### src/rtl/apb4_cpuif_bridge.sv
// -----------------------------------------------------------------------------
// apb4_cpuif_bridge
//   APB4 completer that forwards accesses onto the internal register-bus
//   (bus_* request/ack handshake) of a generated register block.
//   - Setup-phase capture of direction, address, write data and strobes.
//   - Addresses outside the ADDR_WIDTH register window get an immediate
//     error response without touching the register bus.
//   - Requests are held while the register block stalls the direction.
//   - pready/prdata/pslverr are registered; the best case adds one wait state.
//
// Optional feature macro: APB4_BRIDGE_TIMEOUT_EN
//   Defined   : a REQ/WAIT cycle counter forces an error response after
//               TIMEOUT_CYCLES cycles without a matching ack.
//   Undefined : REQ/WAIT wait for the ack indefinitely.
//
// Ports
//   clk, rst                 clock, synchronous active-high reset
//   psel, penable, pwrite    APB control
//   paddr, pprot, pwdata,    APB address / attributes / write data / strobes
//   pstrb
//   pready, prdata, pslverr  APB response (registered)
//   bus_req, bus_req_is_wr,  register-bus request and its fields
//   bus_addr, bus_wr_data,
//   bus_wr_biten
//   bus_req_stall_wr/rd      register block back-pressure per direction
//   bus_rd_ack/err/data      read completion
//   bus_wr_ack/err           write completion
// -----------------------------------------------------------------------------
module apb4_cpuif_bridge #(
  parameter int PADDR_WIDTH    = 32,
  parameter int ADDR_WIDTH     = 8,
  parameter int DATA_WIDTH     = 32,
  parameter int TIMEOUT_CYCLES = 256
) (
  input  logic                    clk,
  input  logic                    rst,
  input  logic                    psel,
  input  logic                    penable,
  input  logic                    pwrite,
  input  logic [PADDR_WIDTH-1:0]  paddr,
  input  logic [2:0]              pprot,
  input  logic [DATA_WIDTH-1:0]   pwdata,
  input  logic [DATA_WIDTH/8-1:0] pstrb,
  output logic                    pready,
  output logic [DATA_WIDTH-1:0]   prdata,
  output logic                    pslverr,
  output logic                    bus_req,
  output logic                    bus_req_is_wr,
  output logic [ADDR_WIDTH-1:0]   bus_addr,
  output logic [DATA_WIDTH-1:0]   bus_wr_data,
  output logic [DATA_WIDTH-1:0]   bus_wr_biten,
  input  logic                    bus_req_stall_wr,
  input  logic                    bus_req_stall_rd,
  input  logic                    bus_rd_ack,
  input  logic                    bus_rd_err,
  input  logic [DATA_WIDTH-1:0]   bus_rd_data,
  input  logic                    bus_wr_ack,
  input  logic                    bus_wr_err
);

  localparam int STRB_W = DATA_WIDTH / 8;
  // Byte-offset bits inside one data word are cleared on the register bus.
  localparam logic [ADDR_WIDTH-1:0] ADDR_LOW_MASK = ADDR_WIDTH'(STRB_W - 1);

  typedef enum logic [2:0] {
    S_IDLE = 3'd0,
    S_REQ  = 3'd1,
    S_WAIT = 3'd2,
    S_RESP = 3'd3,
    S_ERR  = 3'd4
  } state_t;

  state_t r_state;
  state_t w_state_next;

  logic                  r_is_wr;
  logic [ADDR_WIDTH-1:0] r_addr;
  logic [DATA_WIDTH-1:0] r_wdata;
  logic [DATA_WIDTH-1:0] r_biten;
  logic                  r_pready;
  logic [DATA_WIDTH-1:0] r_prdata;
  logic                  r_pslverr;

  logic                  w_setup;
  logic                  w_out_of_window;
  logic                  w_stall;
  logic                  w_ack;
  logic                  w_err;
  logic                  w_timeout;
  logic [DATA_WIDTH-1:0] w_biten;
  logic                  w_unused_ok;

  genvar gi;

  assign w_setup = psel & ~penable;

  // Only the handshake signals of the captured direction are honoured.
  assign w_stall = r_is_wr ? bus_req_stall_wr : bus_req_stall_rd;
  assign w_ack   = r_is_wr ? bus_wr_ack       : bus_rd_ack;
  assign w_err   = r_is_wr ? bus_wr_err       : bus_rd_err;

  // Any set address bit above the register window is a decode error.
  generate
    if (ADDR_WIDTH < PADDR_WIDTH) begin : g_window
      assign w_out_of_window = |paddr[PADDR_WIDTH-1:ADDR_WIDTH];
    end else begin : g_full_window
      assign w_out_of_window = 1'b0;
    end
  endgenerate

  generate
    for (gi = 0; gi < STRB_W; gi++) begin : g_biten
      assign w_biten[gi*8 +: 8] = {8{pstrb[gi]}};
    end
  endgenerate

`ifdef APB4_BRIDGE_TIMEOUT_EN
  localparam int TMO_W = (TIMEOUT_CYCLES > 2) ? $clog2(TIMEOUT_CYCLES) : 1;
  localparam logic [TMO_W-1:0] TMO_LAST = TMO_W'(TIMEOUT_CYCLES - 1);

  logic [TMO_W-1:0] r_tmo_cnt;

  // Counts cycles spent in REQ/WAIT; REQ is only entered from IDLE, so
  // holding the counter at zero elsewhere clears it on entry to REQ.
  always_ff @(posedge clk) begin
    if (rst) begin
      r_tmo_cnt <= '0;
    end else if (r_state == S_REQ || r_state == S_WAIT) begin
      r_tmo_cnt <= r_tmo_cnt + 1'b1;
    end else begin
      r_tmo_cnt <= '0;
    end
  end

  assign w_timeout = (r_tmo_cnt == TMO_LAST);
`else
  assign w_timeout = 1'b0;
`endif

  // Protection attributes are not used for access control here.
  assign w_unused_ok = ^{pprot, (TIMEOUT_CYCLES > 0)};

  // State register
  always_ff @(posedge clk) begin
    if (rst) begin
      r_state <= S_IDLE;
    end else begin
      r_state <= w_state_next;
    end
  end

  // Next-state logic
  always_comb begin
    w_state_next = r_state;
    case (r_state)
      S_IDLE: begin
        if (w_setup) begin
          w_state_next = w_out_of_window ? S_ERR : S_REQ;
        end
      end
      S_REQ: begin
        // An ack in the acceptance cycle skips WAIT; an ack while the
        // request is still stalled does not count.
        if (!w_stall && w_ack) begin
          w_state_next = S_RESP;
        end else if (w_timeout) begin
          w_state_next = S_ERR;
        end else if (!w_stall) begin
          w_state_next = S_WAIT;
        end
      end
      S_WAIT: begin
        if (w_ack) begin
          w_state_next = S_RESP;
        end else if (w_timeout) begin
          w_state_next = S_ERR;
        end
      end
      S_RESP:  w_state_next = S_IDLE;
      S_ERR:   w_state_next = S_IDLE;
      default: w_state_next = S_IDLE;
    endcase
  end

  // Request fields and registered APB response. The response flops are
  // loaded on the edge entering RESP/ERR, so they double as the ack latch.
  always_ff @(posedge clk) begin
    if (rst) begin
      r_is_wr   <= 1'b0;
      r_addr    <= '0;
      r_wdata   <= '0;
      r_biten   <= '0;
      r_pready  <= 1'b0;
      r_prdata  <= '0;
      r_pslverr <= 1'b0;
    end else begin
      if (r_state == S_IDLE && w_setup) begin
        r_is_wr <= pwrite;
        r_addr  <= paddr[ADDR_WIDTH-1:0] & ~ADDR_LOW_MASK;
        r_wdata <= pwdata;
        r_biten <= w_biten;
      end

      r_pready  <= 1'b0;
      r_prdata  <= '0;
      r_pslverr <= 1'b0;
      if (w_state_next == S_RESP) begin
        r_pready  <= 1'b1;
        r_prdata  <= r_is_wr ? '0 : bus_rd_data;
        r_pslverr <= w_err;
      end else if (w_state_next == S_ERR) begin
        r_pready  <= 1'b1;
        r_pslverr <= 1'b1;
      end
    end
  end

  assign pready        = r_pready;
  assign prdata        = r_prdata;
  assign pslverr       = r_pslverr;
  assign bus_req       = (r_state == S_REQ);
  assign bus_req_is_wr = r_is_wr;
  assign bus_addr      = r_addr;
  assign bus_wr_data   = r_wdata;
  assign bus_wr_biten  = r_biten;

endmodule

### config.mk
export PLATFORM = sky130hd
export DESIGN_NAME = apb4_cpuif_bridge
export DESIGN_NICKNAME = d
export VERILOG_FILES = /design/src/rtl/apb4_cpuif_bridge.sv
export SDC_FILE = /design/constraint.sdc
export NUM_CORES = 1
export LEC_CHECK = 0
export ABC_AREA = 1
export CAP_MARGIN = 25
export CORE_ASPECT_RATIO = 0.5
export CORE_MARGIN = 8
export CORE_UTILIZATION = 34
export CTS_CLUSTER_SIZE = 16
export DETAILED_ROUTE_END_ITERATION = 12
export GPL_ROUTABILITY_DRIVEN = 0
export MAX_ROUTING_LAYER = met4
export PLACE_DENSITY = 0.84
export REMOVE_ABC_BUFFERS = 1
export SYNTH_ARGS = -nofsm -noshare
export SYNTH_HDL_FRONTEND = slang
export SYNTH_SLANG_ARGS = --single-unit
export TNS_END_PERCENT = 1
### constraint.sdc
create_clock -name clk -period 1.4 [get_ports clk]
set_input_delay 0.35 -clock clk [delete_from_list [all_inputs] [get_ports clk]]
set_output_delay 0.35 -clock clk [all_outputs]
set_load 0.02 [all_outputs]
==> results.md <==
- The run finished, with violations left.
- The checks that failed: setup timing.
- After global routing the overflow that remains totals 0.
- In this run, synthesis produced a sequential element count of 80.
- The number of distinct library cells after synthesis is 21.
- The reported leakage power is 2.70 nW.
- The final-layout worst hold slack is 0.505 ns.
- The launching point of the worst reg2reg path is r_state[0].
- Max-cap violations in this run came to 0.
- The library cells used most frequently in the layout, excluding fill and tap cells, are clkdlybuf4s50_1, nor2_1, dfxtp_1.
- The count of nets left with antenna violations once routing finished came out at 0.
- The peak ir drop on the vdd network is 629 µV.
- The type of element launching the critical path is a flip-flop.
- The adder and majority cell fraction of the synthesized area is 0.
- The global-route wire length before repair is 16000 µm.
- The number of buffers added by the clock tree synthesis step is 9.
- Buffers placed on the I/O ports in this run total 214.
- For this run, design rule violations remaining after detail routing come to 0.
- The cell type with the highest aggregate area in the netlist is dfxtp_1.
- The clock-pin slew on the worst setup and hold paths is 0.06 ns.
- 0 antenna diodes ended up in the layout.
- The post-route standard cell area excluding fillers is 5390 µm².
- The worst setup path is captured at an output pin.
- The worst hold path belongs to the class reg2reg.
- The worst hold path endpoint is bus_wr_data[11].
- The number of antenna violations at the first check in global routing was 0.
- Setup repair after global routing could not meet its margin everywhere.
- The number of vias per cell after detailed routing is 4.23.
- Summing over every cut layer, the via total after detailed routing is 2994.
- The cts-stage hold buffer count is 0.
- The H-tree was split into 3 levels.
- The slowest cell on the critical path is dfxtp_2.
- The startpoint of the worst hold path is bus_wr_data[11].
- The largest net degree at the start of global routing is 41.
- The violation count after the first detailed-route iteration is 156.
- The gate count of the mapped netlist is 380.
- The number of sinks handled by clock tree synthesis is 80.
- The detailed-route wire length is 10300 µm.
- The chip height is 83.1 µm.
- Data arrives at the worst endpoint at 1.09 ns.
- The worst-case reg-to-reg path depth is 7.
- Of the total synthesized cell area, the portion taken by AND, OR, NAND and NOR gates is 0.239.
- In this design, the stage delay of the slowest critical-path cell is 0.40 ns.
- The maximum number of buffers from clock root to sink is 2.
- The clock tree from TritonCTS is yes.
- The clock tree root driver cell is clkbuf_16.
- The most frequent standard cell in the layout excluding fill and tap cells is clkdlybuf4s50_1.
- The worst setup timing slack at the placement stage is -0.296 ns.
- From synthesis to final layout, the design area changed by 76.0%.
- In the finished design, the share of the clock period the worst path needs comes to 1.03.
- The area share of the leading cell type in the synthesized netlist is 0.523.
- For this run, the register share of the synthesized area comes to 0.523.
- The die covers 12500 µm².
- For this design the top-level I/O count stands at 222.
- On the final layout, the worst clock skew is 0.00833 ns.
- The first TritonRoute pass finished after 4 iterations.
- The power per cell area is 1090 nW/µm².
- For flop-to-flop paths, the worst setup slack is 0.04 ns.
- The count of yosys warnings during synthesis is 0.
- The setup TNS is -0.0860 ns.
- The sum of buffers and inverters on the critical path is 1.
- The maximum fanout along the worst path is 9.
- The data required time at the worst endpoint is 1.05 ns.
- The core region is 8740 µm².
- After layout, the worst setup slack is -0.0360 ns.
- The peak clock frequency supported by timing is 0.696 GHz.
- The die width is 150 µm.
- The standard cell area after detailed placement is 5250 µm².
- Walking the worst path, the cells encountered are dlygate4sd2_1.
- The average detailed-routed wire length per instance is 14.6 µm.
- By area the synthesized netlist is led by dfxtp_1, nor2_1, buf_4.
- For this run, the number of standard cells in the final layout without fillers is 707.
- For this configuration, the core starts out at a cell density of 0.351.
- The worst hold path was traced through 2 stages.
- The worst path in the final design needs a cycle of 1.44 ns, including I/O delays and setup.
- The HPWL after detailed placement is 8330 µm.
- The largest family of logic cells by synthesized area is simple AND/OR/NAND/NOR gates.
- The final net count is 700.
- After floorplanning, the core was divided into 24 placement rows.
- Summing every instance area after synthesis gives 3060 µm².
- The number of max-slew violations in the final report was 0.
- The latest clock arrival within the worst-skew pair is 0.33 ns.
- The total global-route track usage is 0.168.
- Dividing the synthesized area by the synthesized cell count gives 8.06 µm².
- The type of the worst setup path is reg2out.
- Of the post-synthesis cell area, the part taken by muxes is 0.00327.
- Of the total synthesized cell area, the portion taken by XOR and XNOR cells is 0.
- In this design, the largest share of critical-path delay is due to flip-flops.
- Setup violations remaining at the end of the flow were counted as 4.
- The worst register-to-register path ends at r_state[0].
- The total instance count after detailed placement is 692.
- The post-synthesis compound-gate area fraction is 0.0784.
- The number of buffers inserted to repair setup after CTS is 0.
- The fraction of final layout cells sized beyond drive strength 1 is 0.207.
- The number of hold-slack violations in the final timing report is 0.
- The number of global-route vias before repair is 3073.
-- cells in the mapped netlist --
master / count
nand4_4: 1
inv_2: 3
nor3_4: 1
clkbuf_1: 4
buf_2: 8
nand2_1: 20
nand2_2: 1
nor2_4: 1
o21ai_0: 44
dfxtp_1: 80
a21oi_1: 4
nand4_1: 1
mux2i_1: 1
nor2_2: 30
buf_4: 30
nor2_1: 102
conb_1: 1
nand3_1: 5
inv_1: 39
clkinv_1: 1
buf_6: 3
-- registers in the layout, indices dropped and copies added (netlist names) --
register / flops
bus_addr: 6
bus_req_is_wr: 1
bus_wr_biten: 4
bus_wr_data: 32
prdata: 32
pready: 1
pslverr: 1
r_state: 3
-- logic make-up after synthesis --
group,count (synthesis)
other,1
AND/OR/NAND/NOR,162
buffers and inverters,88
AO/OA/AOI/OAI,48
flip-flops,80
multiplexers,1
-- repair_timing --
item | in CTS | in global routing
resized for setup | 114 | 91
pin swaps | 0 | 1
setup endpoints to repair | 108 | 125
-- through the flow --
step	util	power, W
global placement	0.601	0.00351
global route	0.617	0.00615
floorplan	-	0.00283
finish	0.617	0.00589
detailed placement	0.601	0.00353
CTS	0.623	0.00595
-- power by group --
part	switching, W	internal [W]
Sequential	0.0000562	0.00237
Combinational	0.000464	0.000483
Clock	0.000912	0.00160
-- worst max-delay path by stage --
stage,start,to,slack [ns],cells after the start
4_1_cts,bus_wr_biten[7],bus_wr_biten[3],-0.17,1
6_report,bus_wr_biten[23],bus_wr_biten[17],-0.04,1
3_3_place_gp,psel,r_state[0],-0.23,6
3_5_place_dp,bus_req_stall_wr,prdata[0],-0.30,9
5_1_grt,bus_wr_biten[23],bus_wr_biten[17],-0.07,1
2_1_floorplan,rst,prdata[0],-0.32,3
-- per-layer routing --
metal,track usage,wire length [µm],vias to the layer above
li1,-,-,1526
met1,0.165,3740,1357
met2,0.310,5790,92
met3,0.0465,560,19
met4,0.0640,231,0
met5,-,0,-
-- final cells by class --
cell class                      instances  area (µm²)
Timing Repair Buffer                  239        2140
Multi-Input combinational cell        213        1010
Tap cell                              117         146
Sequential cell                        80        1610
Clock inverter                          5        81.3
Fill cell                             794        3350
Clock buffer                           10         239
Inverter                               43         161
No activity file was read; power rests on OpenSTA's default activity.
